File: config.mk
export PLATFORM = sky130hd
export DESIGN_NAME = seg7_scan_driver_flat
export DESIGN_NICKNAME = d
export VERILOG_FILES = /design/src/rtl/seg7_pkg.sv /design/src/rtl/seg7_scan_driver_if.sv /design/src/rtl/seg7_hex_decode.sv /design/src/rtl/seg7_scan_driver.sv /design/src/flat_wrapper.sv
export SDC_FILE = /design/constraint.sdc
export NUM_CORES = 1
export LEC_CHECK = 0
export CAP_MARGIN = 20
export CORE_MARGIN = 5
export CORE_UTILIZATION = 59
export DETAILED_ROUTE_END_ITERATION = 8
export PLACE_DENSITY = 0.85
export SLEW_MARGIN = 25
export SYNTH_ARGS = -nofsm -noshare
export SYNTH_HDL_FRONTEND = slang
export SYNTH_SLANG_ARGS = --single-unit
File: constraint.sdc
create_clock -name clk -period 6.17 [get_ports clk]
set_input_delay 1.234 -clock clk [delete_from_list [all_inputs] [get_ports clk]]
set_output_delay 1.234 -clock clk [all_outputs]
set_load 0.01 [all_outputs]
File: src/rtl/seg7_pkg.sv
// ---------------------------------------------------------------------------
// seg7_pkg
// Shared definitions for the seven-segment display blocks.
//   - SEG_HEX_0..SEG_HEX_F : logical segment patterns {G,F,E,D,C,B,A}, 1 = lit
//   - SEG_OFF              : all segments dark
//   - seg7_state_t         : scan controller states IDLE / BLANK / SHOW
// No ports (package).
// ---------------------------------------------------------------------------
package seg7_pkg;

    localparam logic [6:0] SEG_HEX_0 = 7'h3F;
    localparam logic [6:0] SEG_HEX_1 = 7'h06;
    localparam logic [6:0] SEG_HEX_2 = 7'h5B;
    localparam logic [6:0] SEG_HEX_3 = 7'h4F;
    localparam logic [6:0] SEG_HEX_4 = 7'h66;
    localparam logic [6:0] SEG_HEX_5 = 7'h6D;
    localparam logic [6:0] SEG_HEX_6 = 7'h7D;
    localparam logic [6:0] SEG_HEX_7 = 7'h07;
    localparam logic [6:0] SEG_HEX_8 = 7'h7F;
    localparam logic [6:0] SEG_HEX_9 = 7'h6F;
    localparam logic [6:0] SEG_HEX_A = 7'h77;
    localparam logic [6:0] SEG_HEX_B = 7'h7C;
    localparam logic [6:0] SEG_HEX_C = 7'h39;
    localparam logic [6:0] SEG_HEX_D = 7'h5E;
    localparam logic [6:0] SEG_HEX_E = 7'h79;
    localparam logic [6:0] SEG_HEX_F = 7'h71;

    localparam logic [6:0] SEG_OFF = 7'b0000000;

    typedef enum logic [1:0] {
        IDLE  = 2'd0,
        BLANK = 2'd1,
        SHOW  = 2'd2
    } seg7_state_t;

endpackage

File: src/rtl/seg7_scan_driver_if.sv
// ---------------------------------------------------------------------------
// seg7_scan_driver_if
// Bundle between application logic and the seven-segment scan driver.
//   en        : scan enable (0 = display dark)
//   value     : 4*DIGITS hex nibbles, nibble k drives digit k
//   dp_in     : per-digit decimal point request
//   blank     : per-digit force-off request
//   seg       : segment pins {G,F,E,D,C,B,A}
//   seg_dp    : decimal point pin
//   digit_en  : digit enable pins
//   scan_wrap : one-cycle pulse when the scan returns to digit 0
// Modports: master = application side, slave = driver side.
// ---------------------------------------------------------------------------
interface seg7_scan_driver_if #(
    parameter int DIGITS = 4
);
    logic                  en;
    logic [4*DIGITS-1:0]   value;
    logic [DIGITS-1:0]     dp_in;
    logic [DIGITS-1:0]     blank;
    logic [6:0]            seg;
    logic                  seg_dp;
    logic [DIGITS-1:0]     digit_en;
    logic                  scan_wrap;

    modport master (
        output en, value, dp_in, blank,
        input  seg, seg_dp, digit_en, scan_wrap
    );

    modport slave (
        input  en, value, dp_in, blank,
        output seg, seg_dp, digit_en, scan_wrap
    );
endinterface

File: src/rtl/seg7_hex_decode.sv
// ---------------------------------------------------------------------------
// seg7_hex_decode
// Combinational hex nibble to seven-segment pattern (logical, 1 = lit).
//   nibble  : 4-bit hex value
//   pattern : {G,F,E,D,C,B,A}
// ---------------------------------------------------------------------------
module seg7_hex_decode
    import seg7_pkg::*;
(
    input  logic [3:0] nibble,
    output logic [6:0] pattern
);

    always_comb begin
        pattern = SEG_OFF;
        case (nibble)
            4'h0: pattern = SEG_HEX_0;
            4'h1: pattern = SEG_HEX_1;
            4'h2: pattern = SEG_HEX_2;
            4'h3: pattern = SEG_HEX_3;
            4'h4: pattern = SEG_HEX_4;
            4'h5: pattern = SEG_HEX_5;
            4'h6: pattern = SEG_HEX_6;
            4'h7: pattern = SEG_HEX_7;
            4'h8: pattern = SEG_HEX_8;
            4'h9: pattern = SEG_HEX_9;
            4'hA: pattern = SEG_HEX_A;
            4'hB: pattern = SEG_HEX_B;
            4'hC: pattern = SEG_HEX_C;
            4'hD: pattern = SEG_HEX_D;
            4'hE: pattern = SEG_HEX_E;
            4'hF: pattern = SEG_HEX_F;
            default: pattern = SEG_OFF;
        endcase
    end

endmodule

File: src/rtl/seg7_scan_driver.sv
// ---------------------------------------------------------------------------
// seg7_scan_driver
// Time-multiplexed seven-segment driver. One digit is lit per slot of
// SLOT = CLK_HZ/REFRESH_HZ cycles; the first BLANK_CYC cycles of every slot
// are dark to avoid ghosting. Inputs are snapshotted once per frame so a
// frame is never torn by mid-scan updates.
// Ports:
//   clk  : system clock
//   rst  : synchronous reset, active-high
//   bus  : seg7_scan_driver_if.slave (en, value, dp_in, blank in;
//          seg, seg_dp, digit_en, scan_wrap out, all outputs registered)
// Optional feature macro: SEG7_LEADING_ZERO_SUPPRESS_EN
//   When defined, zero digits above digit 0 with no non-zero digit above
//   them show no segments (their decimal point still shows).
// ---------------------------------------------------------------------------
module seg7_scan_driver
    import seg7_pkg::*;
#(
    parameter int CLK_HZ         = 48000000,
    parameter int DIGITS         = 4,
    parameter int REFRESH_HZ     = 1000,
    parameter int BLANK_CYC      = 480,
    parameter int SEG_ACTIVE_LOW = 0,
    parameter int EN_ACTIVE_LOW  = 1
) (
    input logic               clk,
    input logic               rst,
    seg7_scan_driver_if.slave bus
);

    localparam int SLOT  = CLK_HZ / REFRESH_HZ;
    localparam int CNT_W = (SLOT > 1) ? $clog2(SLOT) : 1;
    localparam int IDX_W = (DIGITS > 1) ? $clog2(DIGITS) : 1;

    localparam logic [CNT_W-1:0] SLOT_LAST  = CNT_W'(SLOT - 1);
    localparam logic [CNT_W-1:0] BLANK_LAST = CNT_W'((BLANK_CYC > 0) ? BLANK_CYC - 1 : 0);
    localparam logic [IDX_W-1:0] IDX_LAST   = IDX_W'(DIGITS - 1);

    // Pin-level "off" values; XOR with these maps logical (1 = lit) to pins.
    localparam logic [6:0]        SEG_PIN_OFF = (SEG_ACTIVE_LOW != 0) ? 7'h7F : 7'h00;
    localparam logic              DP_PIN_OFF  = (SEG_ACTIVE_LOW != 0);
    localparam logic [DIGITS-1:0] EN_PIN_OFF  = (EN_ACTIVE_LOW != 0) ? {DIGITS{1'b1}} : {DIGITS{1'b0}};

    // With no blank interval every slot starts directly in SHOW.
    localparam seg7_state_t SLOT_START = (BLANK_CYC == 0) ? SHOW : BLANK;

    seg7_state_t          state;
    logic [CNT_W-1:0]     cnt;
    logic [IDX_W-1:0]     idx;
    logic [4*DIGITS-1:0]  snap_value;
    logic [DIGITS-1:0]    snap_dp;
    logic [DIGITS-1:0]    snap_blank;

    logic [3:0]           cur_nibble;
    logic [6:0]           hex_pattern;
    logic [DIGITS-1:0]    lz_mask;
    logic [DIGITS-1:0]    show_en;
    logic [6:0]           show_seg;
    logic                 show_dp;

    assign cur_nibble = snap_value[{idx, 2'b00} +: 4];

    seg7_hex_decode u_hex_decode (
        .nibble  (cur_nibble),
        .pattern (hex_pattern)
    );

`ifdef SEG7_LEADING_ZERO_SUPPRESS_EN
    logic higher_set;

    // Walk from the most significant digit down; a digit is a leading zero
    // until some digit at or above it holds a non-zero nibble.
    always_comb begin
        higher_set = 1'b0;
        lz_mask    = '0;
        for (int k = DIGITS - 1; k >= 1; k--) begin
            if (snap_value[4*k +: 4] != 4'h0) begin
                higher_set = 1'b1;
            end
            lz_mask[k] = !higher_set;
        end
    end
`else
    assign lz_mask = '0;
`endif

    // Logical view of the digit currently selected by idx. A blanked digit
    // is fully dark; a suppressed leading zero keeps its enable so the dp
    // can still show.
    always_comb begin
        show_en  = '0;
        show_seg = SEG_OFF;
        show_dp  = 1'b0;
        if (!snap_blank[idx]) begin
            show_en[idx] = 1'b1;
            show_dp      = snap_dp[idx];
            show_seg     = lz_mask[idx] ? SEG_OFF : hex_pattern;
        end
    end

    // Scan FSM. Outputs are registered from the state held before the edge,
    // so the pins lag the state by one cycle. The counter runs across the
    // whole slot (blank part included) and only clears at the slot end.
    always_ff @(posedge clk) begin
        if (rst) begin
            state         <= IDLE;
            cnt           <= '0;
            idx           <= '0;
            snap_value    <= '0;
            snap_dp       <= '0;
            snap_blank    <= '0;
            bus.digit_en  <= EN_PIN_OFF;
            bus.seg       <= SEG_PIN_OFF;
            bus.seg_dp    <= DP_PIN_OFF;
            bus.scan_wrap <= 1'b0;
        end else begin
            bus.scan_wrap <= 1'b0;

            if (state == SHOW) begin
                bus.digit_en <= show_en ^ EN_PIN_OFF;
                bus.seg      <= show_seg ^ SEG_PIN_OFF;
                bus.seg_dp   <= show_dp ^ DP_PIN_OFF;
            end else begin
                bus.digit_en <= EN_PIN_OFF;
                bus.seg      <= SEG_PIN_OFF;
                bus.seg_dp   <= DP_PIN_OFF;
            end

            if (!bus.en) begin
                state <= IDLE;
                cnt   <= '0;
                idx   <= '0;
            end else begin
                case (state)
                    IDLE: begin
                        state      <= SLOT_START;
                        cnt        <= '0;
                        idx        <= '0;
                        snap_value <= bus.value;
                        snap_dp    <= bus.dp_in;
                        snap_blank <= bus.blank;
                    end
                    BLANK: begin
                        cnt <= cnt + 1'b1;
                        if (cnt == BLANK_LAST) begin
                            state <= SHOW;
                        end
                    end
                    SHOW: begin
                        if (cnt == SLOT_LAST) begin
                            cnt   <= '0;
                            state <= SLOT_START;
                            if (idx == IDX_LAST) begin
                                // Explicit wrap keeps non-power-of-two DIGITS correct.
                                idx           <= '0;
                                snap_value    <= bus.value;
                                snap_dp       <= bus.dp_in;
                                snap_blank    <= bus.blank;
                                bus.scan_wrap <= 1'b1;
                            end else begin
                                idx <= idx + 1'b1;
                            end
                        end else begin
                            cnt <= cnt + 1'b1;
                        end
                    end
                    default: begin
                        state <= IDLE;
                    end
                endcase
            end
        end
    end

endmodule
File: src/flat_wrapper.sv
// flat-port wrapper written by rule: the top's interface ports become plain ports
module seg7_scan_driver_flat import seg7_pkg::*;
#(
    parameter int CLK_HZ         = 48000000,
    parameter int DIGITS         = 4,
    parameter int REFRESH_HZ     = 1000,
    parameter int BLANK_CYC      = 480,
    parameter int SEG_ACTIVE_LOW = 0,
    parameter int EN_ACTIVE_LOW  = 1
)
  (clk, rst, bus_en, bus_value, bus_dp_in, bus_blank, bus_seg, bus_seg_dp, bus_digit_en, bus_scan_wrap);
  seg7_scan_driver_if #(.DIGITS(DIGITS)) bus_i ();
  input logic clk;
  input logic rst;
  input wire logic [$bits(bus_i.en)-1:0] bus_en;
  input wire logic [$bits(bus_i.value)-1:0] bus_value;
  input wire logic [$bits(bus_i.dp_in)-1:0] bus_dp_in;
  input wire logic [$bits(bus_i.blank)-1:0] bus_blank;
  output wire logic [$bits(bus_i.seg)-1:0] bus_seg;
  output wire logic [$bits(bus_i.seg_dp)-1:0] bus_seg_dp;
  output wire logic [$bits(bus_i.digit_en)-1:0] bus_digit_en;
  output wire logic [$bits(bus_i.scan_wrap)-1:0] bus_scan_wrap;
  assign bus_i.en = bus_en;
  assign bus_i.value = bus_value;
  assign bus_i.dp_in = bus_dp_in;
  assign bus_i.blank = bus_blank;
  assign bus_seg = bus_i.seg;
  assign bus_seg_dp = bus_i.seg_dp;
  assign bus_digit_en = bus_i.digit_en;
  assign bus_scan_wrap = bus_i.scan_wrap;
  seg7_scan_driver #(.CLK_HZ(CLK_HZ), .DIGITS(DIGITS), .REFRESH_HZ(REFRESH_HZ), .BLANK_CYC(BLANK_CYC), .SEG_ACTIVE_LOW(SEG_ACTIVE_LOW), .EN_ACTIVE_LOW(EN_ACTIVE_LOW)) u_core (.clk(clk), .rst(rst), .bus(bus_i));
endmodule
## Word-level counts from Yosys, hierarchy flattened

Memory sizes are Yosys's and may differ from the RTL's. A register that Yosys moved wholly into a read port is not among the register bits.
Index checks and enable logic that the tools add are counted.

| word-level totals | value |
|---|---|
| register bits after elaboration | 50 |
| memory bits (read-only) | 112 |
| bits of input ports | 27 |
| output and inout bits | 13 |
| logic and storage cells | 66 |
| memories | 1 |

Memories:

| memory | depth | bits a word | read ports | clocked after Yosys merged registers in | write ports | line | RTL |
|---|---|---|---|---|---|---|---|
| (no name shown) | 16 | 7 | 1 | 1 | 0 | seg7_hex_decode.sv:16 | `case (nibble)` |

| operators by class | value |
|---|---|
| add/sub/neg operators | 2 |
| $lt $le $gt $ge | 2 |
| equality and inequality tests | 8 |
| shifts and indexed selects | 1 |
| multiplexer cells | 27 |
| bitwise operators | 4 |
| reduce and logical (&&, ||, !) cells | 12 |

Operators by type and width:

| cell | count |
|---|---|
| 16-bit two-way mux | 3 |
| 16-bit one-hot mux with 3 select lines | 1 |
| 16-bit one-hot mux with 2 select lines | 1 |
| 4-bit two-way mux | 5 |
| 16-bit by 1-bit adder with 16-bit output, second input constant | 1 |
| 16-bit == test, second input constant | 1 |
| 16-bit by 9-bit == test with 1-bit output, second input constant | 1 |
| 4-bit one-hot mux with 2 select lines | 2 |
| 16-bit by 5-bit variable part select with 4-bit output | 1 |
| 2-bit two-way mux | 4 |
| 4-bit OR reduction | 2 |
| 1-bit binary-select mux with 2-bit select | 3 |
| 2-bit one-hot mux with 3 select lines | 1 |
| 1-bit two-way mux | 5 |
| 2-bit == test, second input constant | 2 |
| 2-bit != test, second input constant | 2 |
| 4-bit inverter | 1 |
| 2-bit one-hot mux with 2 select lines | 1 |
| 2-bit AND reduction | 2 |
| 4-bit AND reduction | 1 |
| 2-bit OR reduction | 2 |
| 2-bit by 3-bit less-than comparator with 1-bit output, second input constant | 1 |
| 1-bit inverter | 3 |
| 3-bit nonzero test | 1 |
| 9 further kinds | 9 |

## Depth between registers and ports, before layout

Gate-level depths: netlist (run 1).

| depth | value |
|---|---|
| depth in word-level cells | 6 |
| gate-level depth with buffers | 9 |
| gate-level depth less buffers | 7 |

## Cells and area by module

A second synthesis (run 1) with hierarchy kept.

| second synthesis, totals | value |
|---|---|
| cells, all modules | 328 |
| area total of the unflattened synthesis | 3176.8 um2 |

Modules (own cells, without submodules):

| module | instances | cells each | area an instance (um2) |
|---|---|---|---|
| seg7_scan_driver | 1 | 295 | 2886.5 |
| seg7_hex_decode | 1 | 33 | 290.3 |

## Worst setup path before layout (run 1)

Ideal clock, no wire load.

| timing path | value |
|---|---|
| path kind | input -> register |
| from | in rst |
| to | reg u_core.cnt[12] |
| setup time | 0.062 ns |
| arrival time | 2.265 ns |
| required time | 6.108 ns |
| setup slack | 3.843 ns |
| stages | 5 |
| cell sequence | clkbuf_1 -> nand2b_1 -> buf_2 -> or4_1 -> nand3_1 |

| between the ends | value |
|---|---|
| longest elaborated chain between the ends | 1 |

Ends and longest elaborated chain:

| item | line | RTL |
|---|---|---|
| start, declared | flat_wrapper.sv:14 | `input logic rst;` |
| 2-bit OR reduction (no line) | -- |  |
| end signal, assigned | seg7_scan_driver.sv:144 | `cnt <= cnt + 1'b1;` |
| end signal, assigned | seg7_scan_driver.sv:164 | `cnt <= cnt + 1'b1;` |
| end, declared | seg7_scan_driver.sv:48 | `logic [CNT_W-1:0] cnt;` |

Every way passes these cells.
A chain may end at the register's enable or synchronous reset.

## Final worst setup path (run 1)

Same ends and word-level chain as after synthesis.

==> reports/qor.csv, run 1 <==
stage,metric,value,unit
setup_path,Worst Path Arrival,3.55,ns
floorplan,die area,6400,um2
clock_network,clk sinks,57,
clock_network,CTS buffer count,9,
layout,multi-input logic area,1630,um2
run_status,status,"finished, final reports clean",
setup_path,Reg-to-Reg End,u_core.snap_value[10],
sta,slew margin rel.,0.312,
placement,HPWL after DPL,4.31,mm
worst_hold_path,HP Class,flip-flop to flip-flop,
layout,Syn-to-layout area delta,20.6,%
logic_synthesis,"Top FF cell, synth",dfxtp_1,
layout,Final Non-Filler Cells,415,
floorplan,Initial Util,0.608,
global_route,GR Layer Usage met3,0.0587,
power_and_ir_drop,cell area power density,232,nW/um2
floorplan,IO Pins,40,
logic_synthesis,leading area contributor after synthesis,dfxtp_1,
global_route,largest net degree at the start of global routing,29,
placement,placed insts,400,
setup_path,CP Max Fanout,28,
logic_synthesis,Synth Cell Area,2890,um2
layout,ANT cells,0,
global_route,GRT overflow,0,
drt,Wirelength per Cell,15.3,um
global_route,first-pass GRT wire length,10.7,mm
layout,fillcell total,356,
floorplan,Die Wd,80.0,um
drt,post-detailed-route count of antenna-violating nets,0,
clock_network,worst skew pair latency,0.34,ns
sta,Final Slew Violations,0,
clock_network,post-CTS sizing,0,
clock_network,H-tree levels,3,
logic_synthesis,Synth top area share,0.395,
floorplan,Core Region,4750,um2
setup_path,WP data required,6.44,ns
global_route,vias in the first global route,2293,
logic_synthesis,syn_nets,355,
sta,setup_tns,0,ns
setup_path,internal reg-to-reg setup slack,3.75,ns
drt,DRC viols,0,
run,MaxCap Viol Count,0,
logic_synthesis,syn avg cell area,9.26,um2
clock_network,Post-CTS Hold Buffers,0,
clock_network,CTS tree,built,
logic_synthesis,Ys Warns,0,
setup_path,Worst Setup Start Kind,input pin,
setup_path,FF-to-FF Start,u_core.idx[0],
sta,"Setup violations, final",0,
setup_path,Crit Path Class,input pin to flip-flop,
sta,setup ws final,2.89,ns
global_route,met1 Usage GRT,0.265,
setup_path,R2R cell count,6,
sta,final setup skew,0.00801,ns
logic_synthesis,Syn Inst Count,312,
layout,Final Net Count,387,
sta,minimum clock period,3.28,ns
layout,share of post-route cells with drive strength above 1,0.0920,
global_route,initial antenna violation count,0,
floorplan,die height,80.0,um
logic_synthesis,number of distinct library cells after synthesis,48,
clock_network,clk slew on worst S/H paths,0.06,ns
drt,Pre-Repair DR Iteration Count,4,
setup_path,Critical Path Start,rst,
drt,vias per cell,5.76,
placement,DP Worst Slack,2.57,ns
sta,RSZ-0062 raised after global routing,false,
logic_synthesis,Async SR Flop Fraction,0,
power_and_ir_drop,Max rail drop VDD,0.000161,V
drt,WL final,6.33,mm
sta,final critical-path share of the clock period,0.531,
drt,via count,2390,
placement,gpl congestion,0.861,
layout,register area,1140,um2
drt,DR iter-0 viols,148,
global_route,gr usage total,0.220,
clock_network,clock buffer depth,2,
logic_synthesis,number of flops mapped to enable cells by yosys,0,
global_route,busiest grt layer,met2,
clock_network,Root Buffer,clkbuf_8,
setup_path,Critical path destination,u_core.cnt[12],
logic_synthesis,register area share after synthesis,0.395,
sta,Final Hold Viols,0,
placement,input/output buffers,39,
sta,Tightest Pin Transition,1.03,ns
setup_path,Critical Path End Type,flip-flop,
power_and_ir_drop,LEAKAGE,1.35,nW
clock_network,post-CTS setup buffers,0,
layout,final core occ,0.733,
floorplan,Rows,25,
sta,Fmax achieved,0.305,GHz
logic_synthesis,ranking of synthesized cells by area,"dfxtp_1 (39%), mux2i_1 (9.0%), ha_1 (6.9%)",
logic_synthesis,flip-flop and latch count after synthesis,57,
power_and_ir_drop,Pwr Total,808,uW
global_route,met2 GRT Util,0.355,
layout make-up:
class | count | area share
Sequential cell | 57 | 0.327
Clock inverter | 3 | 0.0115
Clock buffer | 12 | 0.0445
Multi-Input combinational cell | 224 | 0.466
Inverter | 13 | 0.0140
Tap cell | 67 | 0.0241
Timing Repair Buffer | 39 | 0.112
synthesized netlist by cell type (3+ instances only):
library cell	n
or3_1	10
and2_1	3
nand2b_1	3
nand3_1	23
nand4_1	8
mux2i_1	26
dfxtp_1	57
nor3_1	3
a21oi_1	9
buf_2	6
inv_1	13
a31oi_1	7
or4_1	4
clkbuf_1	10
a221oi_1	5
nand2_1	24
ha_1	16
o21ai_0	9
mux4_2	7
nor2_1	37
kinds of logic after synthesis:
family / after synthesis / synth area share
adder cells (fa/ha/maj): 16 / 0.0693
buffers and inverters: 31 / 0.0455
AND/OR/NAND/NOR: 134 / 0.251
flip-flops: 57 / 0.395
AO/OA/AOI/OAI: 40 / 0.0909
multiplexers: 34 / 0.148
where the power goes:
| part | internal, mW | switching (mW) |
|---|---|---|
| clock | 0.205 | 0.142 |
| combinational | 0.0391 | 0.0361 |
| sequential | 0.379 | 0.00614 |
| total | 0.623 | 0.185 |
stage by stage:
stage	area (um2)	hold slack, ns
after floorplan	2890	0.458
after global placement	3290	0.472
after detailed placement	3290	0.484
after CTS	3480	0.501
after global routing	3480	0.540
final	3480	0.497
per-layer routing:
layer,part of all wire,up-vias
met1,0.45,1113
met3,0.055,11
met5,0,-
met4,0.022,0
li1,-,1191
met2,0.48,75
critical path, cell delays in order:
cell and delay [ns]:
clkdlybuf4s50_1 0.88, nand2b_1 0.70, or4_1 0.64, nand3_1 0.09
registers in the layout (all words and copies together) (netlist names):
signal	flops
u_core.snap_value	16
u_core.bus.digit_en	4
u_core.snap_dp	4
u_core.bus.seg_dp	1
u_core.state	2
u_core.cnt	16
u_core.bus.seg	7
u_core.idx	2
u_core.bus.scan_wrap	1
u_core.snap_blank	4
worst min-delay path by stage:
stage / from / to / slack (ns) / depth (start not counted)
floorplan: u_core.snap_blank[2] / u_core.snap_blank[2] / 0.46 / 2
global route: u_core.snap_value[2] / u_core.snap_value[2] / 0.54 / 2
finish: u_core.snap_blank[3] / u_core.snap_blank[3] / 0.50 / 2
global placement: u_core.snap_value[12] / u_core.snap_value[12] / 0.47 / 2
CTS: u_core.snap_blank[3] / u_core.snap_blank[3] / 0.50 / 2
detailed placement: u_core.snap_value[12] / u_core.snap_value[12] / 0.48 / 2
cell usage in the layout, fill, tap and decap left out, types with 2 or more instances in the layout:
cell type	instances
ha_1	16
nand2_1	24
nor4_1	2
or3_1	10
mux4_2	7
a21oi_1	9
nor2b_1	2
inv_1	13
or3b_1	2
o21ai_0	9
nand3_1	23
clkbuf_8	11
a211oi_1	2
nand4_1	8
a221oi_1	5
nor3_1	3
nor2_1	37
and2_1	3
dfxtp_1	57
or4_1	4
clkinv_2	2
mux2i_1	26
nand2b_1	3
clkdlybuf4s50_1	39
a31oi_1	7
(Power assumes the default switching activity.)
==> run 2, diff against run 1 <==
Settings changed: CORE_UTILIZATION 59 to 54, PLACE_DENSITY 0.85 to 0.79.
Clock period 6.17 ns to 3.3 ns, I/O delays scaled along.
==> run 2 against run 1 <==
Cell count grew 1.2%; combinational power grew 85%; worst setup slack lost 1.9 ns; power grew 87%; sequential share of layout area shrank 0.15 points; sequential power grew 87%; hold slack lost 0.0042 ns; clock skew is essentially flat; via count shrank 1.1%; non-clock buffer count grew 1; clock-buffer cell count shrank 1; critical path type is now flip-flop to flip-flop.
==> reports/qor.csv, run 2 (synthesized netlist as in run 1, its figures left out) <==
stage,metric,value,unit,change
run_status,status,"finished, final reports clean",,unchanged
drt,top sig layer,met4,,unchanged
global_route,largest net degree at the start of global routing,28,,was 29
layout,share of post-route cells with drive strength above 1,0.100,,was 0.0920
layout,fillcell total,430,,was 356
floorplan,IO Pins,40,,unchanged
placement,gpl congestion,0.839,,was 0.861
power_and_ir_drop,Max rail drop VDD,0.000275,V,was 0.000161 V
sta,Final Hold Viols,0,,unchanged
placement,DP Worst Slack,0.711,ns,was 2.57 ns
floorplan,Core Region,5140,um2,was 4750 um2
layout,most frequent cells in the layout,"dfxtp_1 (57), clkdlybuf4s50_1 (39), nor2_1 (37)",,unchanged
clock_network,Post-CTS Hold Buffers,0,,unchanged
worst_hold_path,HP Class,flip-flop to flip-flop,,unchanged
sta,Fmax achieved,0.431,GHz,
global_route,vias in the first global route,2218,,was 2293
drt,via count,2364,,was 2390
global_route,first-pass GRT wire length,10.3,mm,was 10.7 mm
placement,input/output buffers,39,,unchanged
sta,setup ws final,0.980,ns,was 2.89 ns
setup_path,Worst Setup Start Kind,flip-flop,,was input pin
sta,final critical-path share of the clock period,0.703,,
layout,"most common cell after layout, fill and taps aside",dfxtp_1,,unchanged
floorplan,Die Wd,83.2,um,was 80.0 um
drt,WL final,6.03,mm,was 6.33 mm
drt,met2 wire length,2.87,mm,was 3.02 mm
global_route,gr usage total,0.185,,was 0.220
clock_network,CTS tree,built,,unchanged
sta,slew margin rel.,0.343,,was 0.312
drt,vias per cell,5.63,,was 5.76
floorplan,die height,83.2,um,was 80.0 um
layout,Largest regs,"u_core.cnt: 16 flops, u_core.snap_value: 16 flops, u_core.bus.seg: 7 flops",,unchanged
setup_path,WP data required,3.53,ns,was 6.44 ns
setup_path,CP Max Fanout,24,,was 28
floorplan,die area,6920,um2,was 6400 um2
sta,setup_tns,0,ns,unchanged
clock_network,CTS buffer count,9,,unchanged
clock_network,H-tree levels,3,,unchanged
layout,ANT cells,0,,unchanged
sta,final setup skew,0.00775,ns,was 0.00801 ns
clock_network,clock buffer depth,2,,unchanged
sta,minimum clock period,2.32,ns,
clock_network,clk sinks,57,,unchanged
clock_network,Root Buffer,clkbuf_8,,unchanged
power_and_ir_drop,LEAKAGE,1.35,nW,about the same
setup_path,Worst Path Arrival,2.55,ns,was 3.55 ns
floorplan,Rows,26,,was 25
placement,HPWL after DPL,4.19,mm,was 4.31 mm
sta,"Setup violations, final",0,,unchanged
drt,wire length on met3,390,um,was 347 um
sta,Final Slew Violations,0,,unchanged
global_route,GRT overflow,0,,unchanged
layout,Syn-to-layout area delta,21.1,%,was 20.6%
drt,Pre-Repair DR Iteration Count,4,,unchanged
clock_network,worst skew pair latency,0.35,ns,was 0.34 ns
drt,Wirelength per Cell,14.4,um,was 15.3 um
global_route,initial antenna violation count,0,,unchanged
run,MaxCap Viol Count,0,,unchanged
clock_network,post-CTS sizing,0,,unchanged
sta,Tightest Pin Transition,0.984,ns,was 1.03 ns
layout,final core occ,0.681,,was 0.733
setup_path,internal reg-to-reg setup slack,0.98,ns,was 3.75 ns
clock_network,post-CTS setup buffers,0,,unchanged
layout,Final Net Count,388,,was 387
drt,DRC viols,0,,unchanged
floorplan,Initial Util,0.562,,was 0.608
setup_path,Critical Path End Type,flip-flop,,unchanged
sta,RSZ-0062 raised after global routing,false,,unchanged
clock_network,clk slew on worst S/H paths,0.06,ns,about the same
setup_path,Crit Path Class,flip-flop to flip-flop,,was input pin to flip-flop
drt,DRT met1 WL,2.66,mm,was 2.82 mm
drt,DR iter-0 viols,235,,was 148
power_and_ir_drop,cell area power density,431,nW/um2,was 232 nW/um2
drt,post-detailed-route count of antenna-violating nets,0,,unchanged
[run 2: cell count changes in the layout (fill, tap and decap cells not counted), sizes merged]
cell      before  now
clkinvlp       0    2
buf            0    1
clkbuf        12   11
[run 2: final timing paths]
check                            start                   end  cells past startpoint
setup / recovery         u_core.idx[0]  u_core.snap_value[3]                      6
hold / removal    u_core.snap_blank[2]  u_core.snap_blank[2]                      2
setup reg to reg         u_core.idx[0]  u_core.snap_value[3]                      6
hold reg to reg   u_core.snap_blank[2]  u_core.snap_blank[2]                      2
[run 2: report_power, final]
| part | switching [mW] | total, mW | internal [mW] |
|---|---|---|---|
| sequential | 0.0113 | 0.720 | 0.708 |
| combinational | 0.0656 | 0.139 | 0.0739 |
| clock | 0.282 | 0.648 | 0.366 |
[run 2: final cells by class]
cell class	count	area [um2]	area share
multi-input cells	224	1630	0.465
repair buffers	40	398	0.114
inverters	13	48.8	0.0139
clock inverters	5	55.1	0.0157
well taps	70	87.6	0.0250
clock buffers	11	141	0.0404
flip-flops and latches	57	1140	0.326
[run 2: metrics by stage]
stage / hold WS, ns / instance area, um2 / power [mW] / std cells
CTS: 0.499 / 3500 / 1.52 / 420
detailed placement: 0.482 / 3300 / 0.874 / 404
global placement: 0.470 / 3300 / 0.869 / 404
finish: 0.492 / 3500 / 1.51 / 420
global route: 0.521 / 3500 / 1.57 / 420
floorplan: 0.458 / 2890 / 0.823 / 312
[run 2: critical path, cell delays in order (launching register included)]
cell and delay (ns):
dfxtp_1 0.72, ha_1 0.33, nand3_1 0.09, nor4_1 0.39, a21oi_4 0.34, mux2i_1 0.27, nor2_1 0.05
[run 2: per-layer routing]
metal / GRT usage / vias up
met3: 0.0683 / 10
met2: 0.302 / 66
met5: 0 / -
met1: 0.221 / 1101
li1: - / 1187
met4: 0.0728 / 0
==> run 3, diff against run 2 <==
Clock period 3.3 ns to 2.24 ns, I/O delays scaled along.
==> run 3 against run 2 <==
Final area up 3.9%; maximum frequency rose by 9.3%; core utilization is 2.7 points higher; critical path depth rose by 1; combinational power is 56% higher; critical endpoint is now u_core.snap_value[6]; largest cell class unchanged; die area unchanged; worst setup slack got worse by 0.86 ns; non-clock buffer count grew 14; sequential share of layout area fell by 1.2 points.
==> reports/qor.csv, run 3 (synthesized netlist as in run 1, its figures left out) <==
stage,metric,value,unit,change
run_status,status,"finished, final reports clean",,unchanged
clock_network,Root Buffer,clkbuf_8,,unchanged
floorplan,die area,6920,um2,unchanged
clock_network,clk slew on worst S/H paths,0.07,ns,was 0.06 ns
global_route,GRT overflow,0,,unchanged
setup_path,FF-to-FF Start,u_core.state[0],,was u_core.idx[0]
placement,input/output buffers,39,,unchanged
floorplan,die height,83.2,um,unchanged
sta,Final Slew Violations,0,,unchanged
drt,DRC viols,0,,unchanged
setup_path,Worst Path Arrival,2.35,ns,was 2.55 ns
clock_network,CTS tree,built,,unchanged
sta,slew margin rel.,0.383,,was 0.343
drt,post-detailed-route count of antenna-violating nets,0,,unchanged
sta,"Setup violations, final",0,,unchanged
power_and_ir_drop,Max rail drop VDD,0.000423,V,was 0.000275 V
layout,most frequent cells in the layout,"dfxtp_1 (56), clkdlybuf4s50_1 (39), nor2_1 (37)",,"was dfxtp_1 (57), clkdlybuf4s50_1 (39), nor2_1 (37)"
floorplan,Initial Util,0.562,,unchanged
setup_path,CP Max Fanout,12,,was 24
sta,Tightest Pin Transition,0.925,ns,was 0.984 ns
floorplan,Die Wd,83.2,um,unchanged
worst_hold_path,HP Class,flip-flop to flip-flop,,unchanged
sta,Final Hold Viols,0,,unchanged
floorplan,IO Pins,40,,unchanged
drt,Wirelength per Cell,15.1,um,was 14.4 um
setup_path,Worst Setup Start Kind,flip-flop,,unchanged
sta,setup_tns,0,ns,unchanged
sta,RSZ-0062 raised after global routing,false,,unchanged
layout,final core occ,0.708,,was 0.681
setup_path,Critical Path End Type,flip-flop,,unchanged
layout,Final Non-Filler Cells,435,,was 420
placement,gpl congestion,0.879,,was 0.839
layout,Syn-to-layout area delta,25.8,%,was 21.1%
setup_path,Reg-to-Reg End,u_core.snap_value[6],,was u_core.snap_value[3]
global_route,initial antenna violation count,0,,unchanged
setup_path,R2R cell count,7,,was 6
placement,placed insts,417,,was 404
layout,Final Net Count,403,,was 388
clock_network,Post-CTS Hold Buffers,0,,unchanged
layout,fillcell total,416,,was 430
global_route,gr usage total,0.192,,was 0.185
layout,register area,1140,um2,about the same
clock_network,CTS buffer count,9,,unchanged
sta,final setup skew,0.00853,ns,was 0.00775 ns
layout,Final Cell Area,3640,um2,was 3500 um2
drt,WL final,6.59,mm,was 6.03 mm
layout,ANT cells,0,,unchanged
placement,DP Worst Slack,-0.146,ns,was 0.711 ns
power_and_ir_drop,LEAKAGE,1.43,nW,was 1.35 nW
sta,Fmax achieved,0.471,GHz,was 0.431 GHz
power_and_ir_drop,Pwr Total,2.27,mW,was 1.51 mW
layout,"most common cell after layout, fill and taps aside",dfxtp_1,,unchanged
sta,setup ws final,0.118,ns,was 0.980 ns
global_route,largest net degree at the start of global routing,25,,was 28
run,MaxCap Viol Count,0,,unchanged
drt,via count,2504,,was 2364
sta,hold_ws,0.495,ns,was 0.492 ns
setup_path,internal reg-to-reg setup slack,0.12,ns,was 0.98 ns
global_route,first-pass GRT wire length,10.8,mm,was 10.3 mm
drt,DR iter-0 viols,141,,was 235
sta,minimum clock period,2.12,ns,was 2.32 ns
placement,HPWL after DPL,4.62,mm,was 4.19 mm
clock_network,H-tree levels,3,,unchanged
setup_path,WP data required,2.47,ns,was 3.53 ns
drt,vias per cell,5.76,,was 5.63
power_and_ir_drop,cell area power density,624,nW/um2,was 431 nW/um2
drt,Pre-Repair DR Iteration Count,4,,unchanged
layout,multi-input logic area,1650,um2,was 1630 um2
setup_path,Crit Path Class,flip-flop to flip-flop,,unchanged
setup_path,Critical Path Start,u_core.state[0],,was u_core.idx[0]
floorplan,Core Region,5140,um2,unchanged
clock_network,clk sinks,57,,unchanged
setup_path,Critical path destination,u_core.snap_value[6],,was u_core.snap_value[3]
placement,placed instance area,3400,um2,was 3300 um2
global_route,vias in the first global route,2297,,was 2218
layout,share of post-route cells with drive strength above 1,0.148,,was 0.100
floorplan,Rows,26,,unchanged
layout,Largest regs,"u_core.cnt: 16 flops, u_core.snap_value: 16 flops, u_core.bus.seg: 7 flops",,unchanged
sta,final critical-path share of the clock period,0.947,,was 0.703
clock_network,clock buffer depth,2,,unchanged
clock_network,worst skew pair latency,0.34,ns,was 0.35 ns
[run 3: final cells by class]
| class | instances | area share |
|---|---|---|
| Sequential cell | 57 | 0.314 |
| Multi-Input combinational cell | 225 | 0.453 |
| Timing Repair Buffer | 54 | 0.138 |
| Inverter | 13 | 0.0134 |
| Tap cell | 70 | 0.0241 |
| Clock inverter | 4 | 0.0141 |
| Clock buffer | 12 | 0.0427 |
[run 3: worst min path at each step]
stage                                from               endpoint  cells past startpoint
finish               u_core.snap_value[0]   u_core.snap_value[0]                      2
global route        u_core.snap_value[10]  u_core.snap_value[10]                      2
CTS                  u_core.snap_value[0]   u_core.snap_value[0]                      2
detailed placement   u_core.snap_value[0]   u_core.snap_value[0]                      2
global placement     u_core.snap_blank[0]   u_core.snap_blank[0]                      2
floorplan            u_core.snap_blank[2]   u_core.snap_blank[2]                      2
[run 3: power by group]
part           leakage (nW)  internal [mW]  switching [mW]
Combinational         0.859          0.114           0.103
Clock                 0.103          0.574           0.416
Sequential            0.464           1.04          0.0167
Total                  1.43           1.73           0.536
[run 3: repair_timing]
item / 4_1_cts / 5_1_grt
setup endpoints to repair: 0 / 38
buffers inserted: 0 / 1
resized for setup: 0 / 5
[run 3: layer usage]
metal / vias up / part of all wire / global-route usage
met4: 0 / 0.017 / 0.0966
met1: 1204 / 0.45 / 0.245
met2: 64 / 0.48 / 0.306
li1: 1222 / - / -
met5: - / 0 / 0
met3: 14 / 0.049 / 0.0416
[run 3: worst max-delay path: stages, from the launching register on]
cell     delay [ns]
dfxtp_1        0.38
inv_1          0.08
ha_1           0.27
nand3_1        0.11
nor4_2         0.07
a21oi_2        0.75
mux2i_1        0.27
nor2_1         0.06
